$ cat src/rtl/store_pkg.sv
// Shared encodings for the narrowing store path: request sizes, FSM states,
// and the alignment check used to reject bad requests at accept time.
package store_pkg;

  typedef enum logic [1:0] {
    SZ_BYTE = 2'b00,
    SZ_HALF = 2'b01,
    SZ_WORD = 2'b10,
    SZ_BAD  = 2'b11
  } size_e;

  typedef enum logic [2:0] {
    ST_IDLE  = 3'd0,
    ST_READ  = 3'd1,
    ST_MERGE = 3'd2,
    ST_WRITE = 3'd3,
    ST_FAIL  = 3'd4
  } state_e;

  // True when the request cannot be performed: illegal size or misaligned.
  function automatic logic req_is_bad(input size_e size, input logic [1:0] off);
    case (size)
      SZ_BYTE: req_is_bad = 1'b0;
      SZ_HALF: req_is_bad = off[0];
      SZ_WORD: req_is_bad = (off != 2'b00);
      default: req_is_bad = 1'b1;
    endcase
  endfunction

endpackage

$ cat src/rtl/store_lane_merge.sv
// Combinational lane merge: drops byte/half store data into the addressed
// little-endian lanes of the old RAM word.
module store_lane_merge
  import store_pkg::*;
(
  input  logic [31:0] old_word_i,
  input  logic [31:0] st_data_i,
  input  logic [1:0]  off_i,
  input  size_e       size_i,
  output logic [31:0] merged_o
);

  always_comb begin
    merged_o = old_word_i;
    case (size_i)
      SZ_BYTE: merged_o[8*off_i +: 8]     = st_data_i[7:0];
      SZ_HALF: merged_o[16*off_i[1] +: 16] = st_data_i[15:0];
      SZ_WORD: merged_o                    = st_data_i;
      default: merged_o                    = old_word_i;
    endcase
  end

endmodule

$ cat src/rtl/store_narrow.sv
// Store narrowing unit: word stores write directly, byte/half stores do a
// read-modify-write of the containing RAM word. Handshake: a request is
// taken on a rising edge where ReqValid && ReqReady; ReqReady is high only in IDLE.
module store_narrow
  import store_pkg::*;
#(
  parameter int ADDR_W = 8
) (
  input  logic              CLK,
  input  logic              RST,
  input  logic              ReqValid,
  output logic              ReqReady,
  input  logic [31:0]       ReqAddr,
  input  logic [31:0]       ReqData,
  input  logic [1:0]        ReqSize,
  output logic [ADDR_W-1:0] MemAddr,
  output logic              MemRdEn,
  input  logic [31:0]       MemRdData,
  output logic              MemWrEn,
  output logic [31:0]       MemWrData,
  output logic              Done,
  output logic              Err,
  output state_e            DbgState
);

  state_e              state_q;
  logic [ADDR_W-1:0]   addr_q;
  logic [1:0]          off_q;
  logic [31:0]         data_q;
  size_e               size_q;
  logic                ready_q, rd_en_q, wr_en_q, done_q, err_q;
  logic [31:0]         merged_d;
  size_e               req_size;

  assign req_size = size_e'(ReqSize);

  always_ff @(posedge CLK or negedge RST) begin
    if (!RST) begin
      state_q <= ST_IDLE;
      addr_q  <= '0;
      off_q   <= '0;
      data_q  <= '0;
      size_q  <= SZ_BYTE;
      ready_q <= 1'b1;
      rd_en_q <= 1'b0;
      wr_en_q <= 1'b0;
      done_q  <= 1'b0;
      err_q   <= 1'b0;
    end else begin
      case (state_q)
        ST_IDLE: begin
          if (ReqValid) begin
            addr_q  <= ReqAddr[ADDR_W+1:2];
            off_q   <= ReqAddr[1:0];
            data_q  <= ReqData;
            size_q  <= req_size;
            ready_q <= 1'b0;
            if (req_is_bad(req_size, ReqAddr[1:0])) begin
              state_q <= ST_FAIL;
              done_q  <= 1'b1;
              err_q   <= 1'b1;
            end else if (req_size == SZ_WORD) begin
              state_q <= ST_WRITE;
              wr_en_q <= 1'b1;
              done_q  <= 1'b1;
            end else begin
              state_q <= ST_READ;
              rd_en_q <= 1'b1;
            end
          end
        end
        ST_READ: begin
          state_q <= ST_MERGE;
          rd_en_q <= 1'b0;
          wr_en_q <= 1'b1;
          done_q  <= 1'b1;
        end
        default: begin
          state_q <= ST_IDLE;
          ready_q <= 1'b1;
          rd_en_q <= 1'b0;
          wr_en_q <= 1'b0;
          done_q  <= 1'b0;
          err_q   <= 1'b0;
        end
      endcase
    end
  end

  store_lane_merge u_merge (
    .old_word_i (MemRdData),
    .st_data_i  (data_q),
    .off_i      (off_q),
    .size_i     (size_q),
    .merged_o   (merged_d)
  );

  // Read data only arrives in MERGE, so the merged word cannot be registered.
  assign MemWrData = (state_q == ST_MERGE) ? merged_d :
                     (state_q == ST_WRITE) ? data_q   : 32'h0;

  assign ReqReady = ready_q;
  assign MemAddr  = addr_q;
  assign MemRdEn  = rd_en_q;
  assign MemWrEn  = wr_en_q;
  assign Done     = done_q;
  assign Err      = err_q;
  assign DbgState = state_q;

  logic unused_addr_bits;
  assign unused_addr_bits = ^ReqAddr[31:ADDR_W+2];

endmodule

$ cat config.mk
export PLATFORM = sky130hd
export DESIGN_NAME = store_narrow
export DESIGN_NICKNAME = d
export VERILOG_FILES = /design/src/rtl/store_pkg.sv /design/src/rtl/store_lane_merge.sv /design/src/rtl/store_narrow.sv
export SDC_FILE = /design/constraint.sdc
export NUM_CORES = 1
export LEC_CHECK = 0
export CAP_MARGIN = 20
export CORE_UTILIZATION = 43
export CTS_BUF_LIST = sky130_fd_sc_hd__clkbuf_8
export DETAILED_ROUTE_END_ITERATION = 8
export GPL_TIMING_DRIVEN = 0
export PLACE_DENSITY = 0.82
export SYNTH_ARGS = -nofsm -noshare
export SYNTH_HDL_FRONTEND = slang
export SYNTH_SLANG_ARGS = --single-unit
$ cat constraint.sdc
create_clock -name CLK -period 2.74 [get_ports CLK]
set_input_delay 0.274 -clock CLK [delete_from_list [all_inputs] [get_ports CLK]]
set_output_delay 0.274 -clock CLK [all_outputs]
set_load 0.05 [all_outputs]
# == After elaboration in Yosys (flattened, before gate mapping) ==
# Index checks and enable logic that the tools add are counted.
# word_totals
wordCells,68
regBits,52
input_bits,101
# classes
n_mux,28
bitwise_logic,1
shifts,4
eq_ne,13
n_reduce_logical,10
addsub,2
# op_table
operator,count
$pmux W32 S3,1
$neg A5 Y34,2
$bwmux W32,2
$mux W32,2
$shift A16 B34 Y32 const A,1
$shift A8 B34 Y32 const A,1
$shiftx A16 B34 Y32,1
$shiftx A8 B34 Y32,1
$mux W1,14
$ne A2 B2 Y1 const B,5
$reduce_and A3 Y1,3
$pmux W1 S2,4
$eq A3 B2 Y1 const B,2
$mux W3,2
$pmux W3 S2,1
$reduce_and A2 Y1,3
$eq A2 B1 Y1 const B,2
$eq A2 B2 Y1 const B,2
$logic_not A2 Y1,2
$eq A3 B1 Y1 const B,1
$logic_not A3 Y1,1
$ne A3 B3 Y1 const B,1
$pmux W1 S3,1
$mux W2,1
2 further kinds,2

# == Longest topological paths before layout ==
# depth
depth_word,7
ltp_mapped,8

# == Cells and area by module ==
# From an unflattened synthesis, not the netlist that was laid out.
# hier_totals
hier_cells,311
hier_area_um2,3447.1
# modules_own_cells
module,area_per_inst_um2,instances,seq_area_each_um2,cells_each
store_narrow,2288.4,1,1302.5,159
store_lane_merge,1158.6,1,0.0,152

# == Worst setup path before layout ==
# OpenSTA, ideal clock, no wires.
# synth_path
kind,register -> output
start,reg off_q[1]
end,out MemWrData[31]
setup_slack_ns,-0.635
n_path_buf,1
path_stages_with_launch,7
arrival_ns,3.101
path_cell_list,dfrtp_1 > clkbuf_1 > inv_1 > ha_1 > or3b_1 > or4_1 > a221oi_1
# synth_between
elab_chain_len,5
word_cells_on_any_way,10
cone_classes,add/sub: 2; shift: 4; mux: 4
# synth_lines
item,line_no,source
start: declaration,store_narrow.sv:28,logic [1:0] off_q;
start signal: assignment,store_narrow.sv:54,off_q <= ReqAddr[1:0];
"$neg A5 Y34, on equally long branches","store_lane_merge.sv:17, store_lane_merge.sv:16",
"$shiftx A16 B34 Y32, or another cell as far along",store_lane_merge.sv:17,SZ_HALF: merged_o[16*off_i[1] +: 16] = st_data_i[15:0];
"$bwmux W32, on equally long branches","store_lane_merge.sv:17, store_lane_merge.sv:16",
$pmux W32 S3 (*),store_lane_merge.sv:15,case (size_i)
$mux W32 (*),store_narrow.sv:99,assign MemWrData = (state_q == ST_MERGE) ? merged_d :
end: declaration,store_narrow.sv:20,"output logic [31:0] MemWrData,"
# Mark *: on every way between the ends. The rest lies on a longest branch, timed or not.

# == Worst setup path after layout ==
# Ends and elaborated chain as after synthesis.

==> results <==
-- cells in the mapped netlist, types with 3 or more instances --
cell      count  area (um2)
nor2b_1       6        37.5
ha_1          5        62.6
clkbuf_1     11        41.3
nand2b_1      4        25.0
a22o_1        9        78.8
nor3_1        3        15.0
a32oi_1       7        61.3
a221oi_1      5        43.8
buf_2         5        25.0
dfrtp_1      51        1280
mux2_2       45         507
nand3_1       8        40.0
inv_1        16        60.1
o21ai_0      23         115
nand2_1      37         139
o32ai_1       7        61.3
a21oi_1      16        80.1
nor2_1       14        52.6
a32o_1        8        80.1
buf_6         5        56.3
a22oi_1      17         128
-- repair_timing --
action	in CTS	in global routing
resized for setup	190	38
pin swaps	3	3
setup buffers	4	6
setup endpoints to repair	32	32
hold buffers	1	0
hold endpoints to repair	16	0
-- power groups by stage --
| stage | registers [mW] | logic (mW) | clock network (mW) |
|---|---|---|---|
| 2_1_floorplan | 1.29 | 0.844 | 0 |
| 3_3_place_gp | 1.16 | 1.51 | 0 |
| 3_5_place_dp | 1.17 | 1.54 | 0 |
| 4_1_cts | 1.15 | 1.55 | 0.497 |
| 5_1_grt | 1.18 | 1.74 | 0.526 |
| 6_report | 1.16 | 1.64 | 0.493 |
-- through the flow --
step | std cells | utilization | hold WS, ns
final | 575 | 0.664 | 0.428
after global routing | 575 | 0.664 | 0.488
after CTS | 570 | 0.649 | 0.441
after detailed placement | 559 | 0.640 | 0.251
after global placement | 558 | 0.638 | 0.486
after floorplan | 333 | - | -0.0216
-- flip-flops by register name, indices dropped and copies added, names as in the netlist --
| name | flops |
|---|---|
| data_q | 32 |
| MemAddr | 8 |
| off_q | 2 |
| ReqReady | 1 |
| MemWrEn | 1 |
| Done | 1 |
| Err | 1 |
| DbgState | 3 |
| MemRdEn | 1 |
| size_q | 2 |
-- layout make-up --
type	instances	area share
plain buffers	19	0.0276
clock buffers	6	0.0170
clock inverters	2	0.00284
inverters	16	0.0132
multi-input cells	243	0.381
flip-flops and latches	52	0.269
well taps	99	0.0256
repair buffers	138	0.263
-- metal layers --
metal | routed length (um) | GRT usage | part of all wire | vias to the layer above
met1 | 4640 | 0.379 | 0.41 | 1642
li1 | - | - | - | 1522
met5 | 0 | 0 | 0 | -
met3 | 907 | 0.0526 | 0.081 | 14
met4 | 133 | 0.0678 | 0.012 | 0
met2 | 5510 | 0.471 | 0.49 | 201
-- worst max-delay path, delay by kind of cell, from the launching register on --
kind                     cells  cell delay [ns]
flip-flops                   1             0.40
AO/OA/AOI/OAI                1             0.26
buffers and inverters        3             0.47
adder cells (fa/ha/maj)      1             0.22
AND/OR/NAND/NOR              2             0.86
-- kinds of logic (layout without fill, tap and decap cells) --
family	after synthesis	count (layout)
compound gates	103	103
fa+ha+maj	5	5
buf+inv	38	181
flops	52	52
mux	45	45
simple gates	90	90
-- worst max path at each step --
stage                        start             to  slack (ns)  cells past startpoint
after global routing      off_q[1]  MemWrData[31]       -0.13                      7
final                     off_q[1]  MemWrData[31]       -0.07                      7
after global placement    off_q[1]   MemWrData[1]       -0.89                      8
after CTS                 off_q[1]  MemWrData[31]       -0.09                      7
after floorplan           off_q[1]  MemWrData[31]       -0.19                      6
after detailed placement  off_q[1]   MemWrData[3]       -0.90                      8
-- layout by cell type (no fill, tap or decap), drive strengths merged, types with 2 or more instances in the layout --
cell | synthesis | layout
nand2 | 37 | 37
a221oi | 5 | 5
nor3b | 2 | 2
clkdlybuf4s50 | 0 | 93
dfrtp | 51 | 51
nand3 | 8 | 8
nor2 | 15 | 15
o21ai | 24 | 24
or3 | 2 | 2
nor3 | 3 | 3
a32oi | 7 | 7
buf | 11 | 45
nand2b | 4 | 4
or3b | 2 | 2
a32o | 8 | 8
a22oi | 17 | 17
mux2 | 45 | 45
ha | 5 | 5
o22ai | 2 | 2
nor2b | 6 | 6
nand4b | 2 | 2
a21oi | 17 | 17
o32ai | 7 | 7
or4 | 2 | 2
a22o | 9 | 9
clkbuf | 11 | 24
a31oi | 2 | 2
inv | 16 | 16
or2 | 3 | 3
==> flow_summary_export.csv <==
group,metric,value,unit
outcome,status,"finished with violations",
outcome,violations,"negative setup slack",
timing,final_hold_viol_count,0,
timing,max_freq,355,MHz
hold_path,hp-class,"in2async",
timing,rsz0062_at_grt,"true",
layout,multi_input_area,1850,um2
yosys,synthMuxAreaShare,0.155,
critical_path,r2r-start,"DbgState[1]",
die,pin_count,149,
cts,htreeDepth,2,
drt,wl,11.2,mm
die,die_width,89.1,um
drt,dr.first_iter.drc_count,284,
critical_path,r2r_cells,5,
yosys,syn-cell-area,3260,um2
power_and_ir_drop,p_total,3.30,mW
placement,place_area,4670,um2
power_and_ir_drop,comb_power_share,0.498,
yosys,postSynthCellCount,333,
drt,drtPass1Iterations,5,
layout,final_nets,581,
cts,clk_latency,0.32,ns
critical_path,end_kind,"primary output",
critical_path,rrSetupSlack,0.61,ns
die,die_y,89.1,um
layout,fill_cells,639,
global_routing,grt_max_degree,36,
drt,drc,0,
yosys,synthArstFlopShare,1.00,
critical_path,cp.arrival,2.54,ns
timing,min_period_over_period,1.03,
critical_path,critPathSlowestCell,"or4_4",
critical_path,worstPathRequired,2.47,ns
layout,drive_gt1_frac,0.275,
cts,cts.sinks,52,
global_routing,grt_pass1_vias,3181,
job,maxCapViolCount,0,
timing,setup_slack,-0.0730,ns
global_routing,antenna_found_initial,0,
power_and_ir_drop,p_per_area,681,nW/um2
yosys,synth_edf_count,0,
drt,ant_nets,0,
power_and_ir_drop,switching_share,0.437,
global_routing,grt_use_total,0.282,
critical_path,worstPathCellList,"buf_8 > clkinvlp_4 > ha_4 > or3b_4 > or4_4 > a221oi_4 > buf_6",
yosys,synth.distinct_cells,45,
global_routing,gr-total-overflow,0,
drt,vias_per_cell,5.88,
placement,place_congestion,0.912,
critical_path,r2r-end,"data_q[19]",
drt,wl_per_cell,19.5,um
placement,numPortBuffers,126,
cts,tritoncts,"built",
yosys,syn_avg_cell_area,9.79,um2
yosys,synthAdderAreaFrac,0.0192,
die,coreArea,7290,um2
layout,final-seq-area,1300,um2
placement,detailedPlace.worstSlack,-0.901,ns
power_and_ir_drop,pwr-share-clk,0.149,
yosys,synth_compound_area_frac,0.224,
timing,setup_viol,2,
die,dieArea,7940,um2
yosys,synth_top_family_by_area,"compound AO/OA/AOI/OAI gates",
cts,clkTransAtPathRegs,0.11,ns
die,row_count,31,
cts,cts-root-buf,"clkbuf_8",
critical_path,critical_path_class,"reg2out",
yosys,synth_top_flop_cell,"dfrtp_1",
power_and_ir_drop,power.leakage,1.99,nW
timing,period_minus_slack,2.81,ns
power_and_ir_drop,vdd_drop_max,0.394,mV
critical_path,cpPeakStageDelay,0.44,ns
timing,skew,0.0123,ns
global_routing,grt_pass1_wl,16.7,mm
power_and_ir_drop,internal-power,1.86,mW
yosys,synth-simple-area-share,0.144,
power_and_ir_drop,power_frac_seq,0.353,
critical_path,cp_max_fo,5,
timing,slew-limit-headroom,0.594,
cts,cts_inserted_buffers,5,
timing,drv_slew,0,
layout,area_growth,48.6,%
power_and_ir_drop,p_switching,1.44,mW
cts,cts_buffer_depth,2,
yosys,synth_fp_nets,439,
layout,fin_area,4840,um2
layout,diodes,0,
critical_path,startpoint_type,"flop",
yosys,ys_warn_count,0,
drt,vias,3379,
yosys,ys_seq_elements,52,
timing,worst_pin_slew,0.609,ns
yosys,synth_xor_xnor_area_share,0,
yosys,seq_area_frac_synth,0.399,
die,initial_core_util,0.447,
timing,fin_setup_tns,-0.117,ns
placement,hpwl,7.99,mm
(Power assumes the default switching activity.)
